**src/rtl/updown_pulse_gen.sv**
```systemverilog
// Up/Down button front end: sync, debounce, rising-edge strobes with mutual exclusion.
// Optional hold-to-repeat per channel when AUTOREPEAT_EN is defined.
module updown_pulse_gen #(
  parameter int DB_CYCLES     = 50000,
  parameter int HOLD_CYCLES   = 25000000,
  parameter int REPEAT_CYCLES = 5000000
) (
  input  logic clk,
  input  logic sys_reset_n,
  input  logic btn_up_raw,
  input  logic btn_down_raw,
  output logic up_pulse,
  output logic down_pulse,
  output logic up_held,
  output logic down_held
);
  localparam int DBW = $clog2(DB_CYCLES + 1);
  localparam logic [DBW-1:0] DB_LAST = DBW'(DB_CYCLES - 1);

  // Channel index 0 = Up, 1 = Down.
  logic [1:0]     raw;
  logic [1:0]     sync1_q, sync2_q;
  logic [1:0]     stable_q, stable_d;
  logic [1:0]     prev_q;
  logic [1:0]     pulse_q, pulse_d;
  logic [1:0]     other_held;
  logic [1:0]     edge_det;
  logic [1:0]     rpt_pulse;
  logic [DBW-1:0] db_cnt_q [2];
  logic [DBW-1:0] db_cnt_d [2];

  assign raw        = {btn_down_raw, btn_up_raw};
  assign other_held = {stable_q[0], stable_q[1]};

  always_ff @(posedge clk or negedge sys_reset_n) begin
    if (!sys_reset_n) begin
      sync1_q     <= '0;
      sync2_q     <= '0;
      stable_q    <= '0;
      prev_q      <= '0;
      pulse_q     <= '0;
      db_cnt_q[0] <= '0;
      db_cnt_q[1] <= '0;
    end else begin
      sync1_q     <= raw;
      sync2_q     <= sync1_q;
      stable_q    <= stable_d;
      prev_q      <= stable_q;
      pulse_q     <= pulse_d;
      db_cnt_q[0] <= db_cnt_d[0];
      db_cnt_q[1] <= db_cnt_d[1];
    end
  end

  always_comb begin
    for (int i = 0; i < 2; i++) begin
      stable_d[i] = stable_q[i];
      db_cnt_d[i] = '0;
      if (sync2_q[i] != stable_q[i]) begin
        if (db_cnt_q[i] == DB_LAST) stable_d[i] = sync2_q[i];
        else                        db_cnt_d[i] = db_cnt_q[i] + 1'b1;
      end
    end
  end

  // A fresh press only counts while the opposite button is released.
  assign edge_det = stable_q & ~prev_q & ~other_held;

`ifdef AUTOREPEAT_EN
  localparam int RMAX = (HOLD_CYCLES > REPEAT_CYCLES) ? HOLD_CYCLES : REPEAT_CYCLES;
  localparam int RW   = $clog2(RMAX + 1);
  localparam logic [RW-1:0] HOLD_LAST   = RW'(HOLD_CYCLES - 1);
  localparam logic [RW-1:0] REPEAT_LAST = RW'(REPEAT_CYCLES - 1);

  typedef enum logic [1:0] {IDLE, HOLD, REPEAT} rpt_state_e;

  rpt_state_e    state_q [2];
  rpt_state_e    state_d [2];
  logic [RW-1:0] rpt_cnt_q [2];
  logic [RW-1:0] rpt_cnt_d [2];

  always_ff @(posedge clk or negedge sys_reset_n) begin
    if (!sys_reset_n) begin
      state_q[0]   <= IDLE;
      state_q[1]   <= IDLE;
      rpt_cnt_q[0] <= '0;
      rpt_cnt_q[1] <= '0;
    end else begin
      state_q[0]   <= state_d[0];
      state_q[1]   <= state_d[1];
      rpt_cnt_q[0] <= rpt_cnt_d[0];
      rpt_cnt_q[1] <= rpt_cnt_d[1];
    end
  end

  always_comb begin
    for (int i = 0; i < 2; i++) begin
      state_d[i]   = state_q[i];
      rpt_cnt_d[i] = rpt_cnt_q[i];
      rpt_pulse[i] = 1'b0;
      case (state_q[i])
        IDLE: begin
          if (edge_det[i]) begin
            state_d[i]   = HOLD;
            rpt_cnt_d[i] = '0;
          end
        end
        HOLD, REPEAT: begin
          // Abort takes priority over a pulse due on the same edge.
          if (!stable_q[i] || other_held[i]) begin
            state_d[i]   = IDLE;
            rpt_cnt_d[i] = '0;
          end else if (rpt_cnt_q[i] == ((state_q[i] == HOLD) ? HOLD_LAST : REPEAT_LAST)) begin
            state_d[i]   = REPEAT;
            rpt_cnt_d[i] = '0;
            rpt_pulse[i] = 1'b1;
          end else begin
            rpt_cnt_d[i] = rpt_cnt_q[i] + 1'b1;
          end
        end
        default: begin
          state_d[i]   = IDLE;
          rpt_cnt_d[i] = '0;
        end
      endcase
    end
  end
`else
  assign rpt_pulse = 2'b00;
`endif

  assign pulse_d    = edge_det | rpt_pulse;

  assign up_pulse   = pulse_q[0];
  assign down_pulse = pulse_q[1];
  assign up_held    = stable_q[0];
  assign down_held  = stable_q[1];

endmodule

```
**config.mk**
```make
export PLATFORM = sky130hd
export DESIGN_NAME = updown_pulse_gen
export DESIGN_NICKNAME = d
export VERILOG_FILES = /design/src/rtl/updown_pulse_gen.sv
export SDC_FILE = /design/constraint.sdc
export NUM_CORES = 1
export LEC_CHECK = 0
export ABC_AREA = 1
export BUFFER_PORTS_ARGS = -buffer_cell sky130_fd_sc_hd__buf_2
export CAP_MARGIN = 0
export CORE_ASPECT_RATIO = 0.75
export CORE_UTILIZATION = 35
export DETAILED_ROUTE_END_ITERATION = 8
export MAX_ROUTING_LAYER = met4
export PLACE_DENSITY_LB_ADDON = 0.1
export SLEW_MARGIN = 10
export SYNTH_ARGS = -nofsm -noshare
export SYNTH_HDL_FRONTEND = slang
export SYNTH_SLANG_ARGS = --single-unit
```
**constraint.sdc**
```tcl
create_clock -name clk -period 1.7 [get_ports clk]
set_input_delay 0.085 -clock clk [delete_from_list [all_inputs] [get_ports clk]]
set_output_delay 0.085 -clock clk [all_outputs]
set_load 0.005 [all_outputs]
```
==> results.rst <==
.. list-table::
   :header-rows: 1

   * - Metric
     - Value
   * - Distinct cell type count of the synthesized netlist
     - 24
   * - Mean instance size in the synthesized netlist
     - 8.09 um^2
   * - Reg clk slew, reported paths
     - 90 ps
   * - Critical path arrival
     - 1620 ps
   * - Sum of negative setup slack
     - 0 ps
   * - Max capacitance violation total
     - 0
   * - Required @ worst endpoint
     - around 1900 ps
   * - Final count of pins violating max slew
     - 0
   * - Starting utilization of the core area
     - 36.4%
   * - Number of placed instances with taps included
     - 348
   * - Worst relative slew slack
     - about 77%
   * - Slew at the pin closest to its max-slew limit
     - 352 ps
   * - Unrepaired setup endpoints after global routing
     - false
   * - Drc violations
     - 0
   * - Gr ovfl total
     - 0
   * - Sequential cell area
     - 0.00105 mm^2
   * - Violation count after the first detailed-route iteration
     - 109
   * - H-tree depth reported by CTS
     - 2
   * - Vias
     - 1,652
   * - Full die area
     - 0.00637 mm^2
   * - Cell at the root of the clock tree
     - sky130_fd_sc_hd__clkbuf_8
   * - Period utilization
     - between 80% and 90%
   * - Total Routing Usage GR
     - 16.3%
   * - Total clock sinks
     - 42
   * - Die width
     - approximately 92 um
   * - Antenna violation net count after detailed routing
     - 0
   * - Chip height
     - just under 70 um
   * - Class of the tightest hold or removal check
     - input port to async pin
   * - Area of the multi-input gates
     - 940 um^2
   * - #FFs+latches synth
     - 42
   * - Critical path peak fanout
     - 6
   * - Gate Count Post-Synth
     - 262
   * - Worst slack at placement
     - about 270 ps
   * - Dominant cells by area after synthesis
     - sky130_fd_sc_hd__dfrtp_1, sky130_fd_sc_hd__nor2_1, sky130_fd_sc_hd__nand2_1, sky130_fd_sc_hd__nand3_1, sky130_fd_sc_hd__inv_1
   * - Clock latency on the worst-skew pair
     - 290 ps
   * - Setup-violating endpoint count in the final report
     - 0
   * - Period minus WS final
     - approximately 1400 ps
   * - Maximum buffer depth of the clock tree
     - 2
   * - Worst path setup slack after routing
     - ~260 ps
   * - Post-Route Skew
     - ~12 ps
   * - TritonCTS clock tree
     - built
   * - Sort of element at the end of the critical path
     - register
   * - Net count of the mapped netlist
     - ~270
   * - Num rows
     - 24
   * - Fraction of the yosys area taken by sequential cells
     - between 40% and 50%
   * - Highest Clock Rate
     - slightly below 700 MHz
   * - Final hold violation count
     - 0
   * - Antenna violations before repair
     - 0
   * - Ordered cell list for the critical path
     - ha_1, nand3_2, nor3_2, nand2_2, nand2_2, nor2_1
   * - Post-synthesis to final-layout area growth
     - 13.1%
   * - Top cell type by total area after synthesis
     - sky130_fd_sc_hd__dfrtp_1
   * - Most frequent cell on the critical path
     - sky130_fd_sc_hd__nand2_2
   * - Number of buffers added by the clock tree synthesis step
     - 5
   * - Non-filler cells, final
     - 359
   * - DR pass1 iterations
     - 4
   * - Area share of the largest cell type after synthesis
     - between 40% and 50%
   * - Startpoint-to-endpoint class of the critical path
     - register to register
   * - Antenna cells
     - 0
   * - First-pass GRT wire length
     - 7790 um
   * - Maximum number of pins on one net before global-route repair
     - 43
   * - Number of buffer cells added on primary ports
     - 7
   * - Number of vias per cell
     - 4.60
   * - Cell with the biggest individual delay on the critical path
     - sky130_fd_sc_hd__dfrtp_1
   * - Fill cells
     - 615
   * - P per Cell Area
     - approximately 740 mW/mm^2
   * - Cell leakage power
     - 1.17 nW
   * - Sum of routed wire length over all layers
     - 4330 um
   * - Synthesis Warnings
     - 0
   * - Max stage delay on crit path
     - 410 ps
   * - Number of top-level pins
     - 8
   * - Final HPWL from detailed placement
     - between 3000 and 4000 um
   * - Post-detailed-route wirelength per cell
     - roughly 12 um
   * - Element type at the critical path start
     - register
   * - Fraction of final layout cells sized beyond drive strength 1
     - 12.5%
   * - Result of the run
     - finished clean
   * - # nets final
     - roughly 290
   * - Overall Power
     - 1.78 mW
   * - Post-synthesis cell area
     - 0.00212 mm^2
   * - Number of global-route vias before repair
     - ~1,600
   * - Core Region
     - between 0.005 and 0.006 mm^2
   * - Global placer's final weighted congestion
     - around 0.8
   * - Max IR drop VDD
     - 0.458 mV
   * - Number of gates given a new drive strength after cts
     - 0
-- sequential cells by signal (all words and copies together) (netlist names) --
name,cells
db_cnt_q,32
sync2_q,2
stable_q,2
sync1_q,2
prev_q,2
pulse_q,2
-- cell type report --
class | count | area share, %
inverters | 34 | 5.33
clock buffers | 6 | 3.45
flip-flops and latches | 42 | 43.9
well taps | 78 | 4.07
repair buffers | 11 | 3.55
multi-input cells | 186 | 39.2
clock inverters | 2 | 0.522
-- metrics by stage --
step           cell area (um^2)  utilization, %  hold slack [ps]
6_report                   2400            41.1              294
2_1_floorplan              2120               -             -211
3_3_place_gp               2270            39.0             81.0
5_1_grt                    2400            41.1              318
4_1_cts                    2400            41.1              299
3_5_place_dp               2270            39.0             78.3
-- worst max-delay path: cells and delay by family (launching register included) --
kind          cells  cell delay [ps]
simple gates      5              680
flops             1              410
fa+ha+maj         1              230
-- layout by cell type, fill, tap and decap left out --
cell type,Yosys,routed
sky130_fd_sc_hd__nor2_1,61,61
sky130_fd_sc_hd__nand2_1,49,49
sky130_fd_sc_hd__dfrtp_1,42,42
sky130_fd_sc_hd__inv_1,32,32
sky130_fd_sc_hd__nand3_1,24,24
sky130_fd_sc_hd__xor2_1,7,7
sky130_fd_sc_hd__buf_2,0,7
sky130_fd_sc_hd__nand4_1,6,6
sky130_fd_sc_hd__clkbuf_8,0,6
sky130_fd_sc_hd__nand2_2,5,5
sky130_fd_sc_hd__a21oi_1,5,5
sky130_fd_sc_hd__nor2_2,4,4
sky130_fd_sc_hd__a31oi_1,3,3
sky130_fd_sc_hd__o21ai_0,3,3
sky130_fd_sc_hd__xnor2_1,3,3
sky130_fd_sc_hd__dlygate4sd3_1,0,3
sky130_fd_sc_hd__nor3_2,2,2
sky130_fd_sc_hd__xor2_2,2,2
sky130_fd_sc_hd__inv_2,2,2
sky130_fd_sc_hd__nor3_1,2,2
sky130_fd_sc_hd__o21bai_1,2,2
sky130_fd_sc_hd__nand3_2,2,2
sky130_fd_sc_hd__ha_1,2,2
sky130_fd_sc_hd__nor3b_1,1,1
sky130_fd_sc_hd__nor3_4,1,1
sky130_fd_sc_hd__a21o_1,1,1
sky130_fd_sc_hd__nor3b_2,1,1
sky130_fd_sc_hd__clkinv_2,0,1
sky130_fd_sc_hd__clkinvlp_4,0,1
sky130_fd_sc_hd__buf_12,0,1
-- per-layer routing --
layer,vias to the layer above,track usage [%],wire [um]
li1,861,-,-
met1,754,26.4,2520
met2,32,19.5,1580
met3,5,3.73,190
met4,0,4.51,37
met5,-,-,0
-- synth_stat cells --
cell / count
sky130_fd_sc_hd__o21bai_1: 2
sky130_fd_sc_hd__nor2_2: 4
sky130_fd_sc_hd__a21oi_1: 5
sky130_fd_sc_hd__a21o_1: 1
sky130_fd_sc_hd__inv_2: 2
sky130_fd_sc_hd__xnor2_1: 3
sky130_fd_sc_hd__nand4_1: 6
sky130_fd_sc_hd__nor3_2: 2
sky130_fd_sc_hd__a31oi_1: 3
sky130_fd_sc_hd__ha_1: 2
sky130_fd_sc_hd__o21ai_0: 3
sky130_fd_sc_hd__xor2_1: 7
sky130_fd_sc_hd__inv_1: 32
sky130_fd_sc_hd__nand2_1: 49
sky130_fd_sc_hd__nor2_1: 61
sky130_fd_sc_hd__nand3_2: 2
sky130_fd_sc_hd__dfrtp_1: 42
sky130_fd_sc_hd__nor3_4: 1
sky130_fd_sc_hd__xor2_2: 2
sky130_fd_sc_hd__nand2_2: 5
sky130_fd_sc_hd__nor3b_1: 1
sky130_fd_sc_hd__nor3_1: 2
sky130_fd_sc_hd__nor3b_2: 1
sky130_fd_sc_hd__nand3_1: 24
-- final timing paths --
check / start / end / slack (ps) / depth (start not counted)
worst max-delay path: db_cnt_q[16]$_DFF_PN0_ / db_cnt_q[24]$_DFF_PN0_ / 260 / 6
max in group asynchronous: sys_reset_n / sync1_q[1]$_DFF_PN0_ / 1200 / 3
min in group clk: sync1_q[0]$_DFF_PN0_ / sync2_q[0]$_DFF_PN0_ / 350 / 0
worst max register to register: db_cnt_q[16]$_DFF_PN0_ / db_cnt_q[24]$_DFF_PN0_ / 260 / 6
worst min-delay path: sys_reset_n / db_cnt_q[2]$_DFF_PN0_ / 290 / 3
worst min register to register: sync1_q[0]$_DFF_PN0_ / sync2_q[0]$_DFF_PN0_ / 350 / 0
-- cell families (layout without fill, tap and decap cells) --
kind of cell,count (synthesis),after routing,synth area share [%]
simple gates,158,158,33.7
flops,42,42,49.6
buf+inv,34,53,6.03
compound gates,14,14,3.84
xor+xnor,12,12,5.67
fa+ha+maj,2,2,1.18
-- power breakdown --
group	leakage, nW	switching (mW)	internal, mW
Clock	0.0472	0.345	0.327
Sequential	0.573	0.0150	1.01
Combinational	0.550	0.0498	0.0280
-- timing repair --
item,CTS,global route
endpoints found under the hold margin,44,0
hold buffers,3,0
setup buffers,0,0
Note: power is estimated with default switching activity, not from simulation.
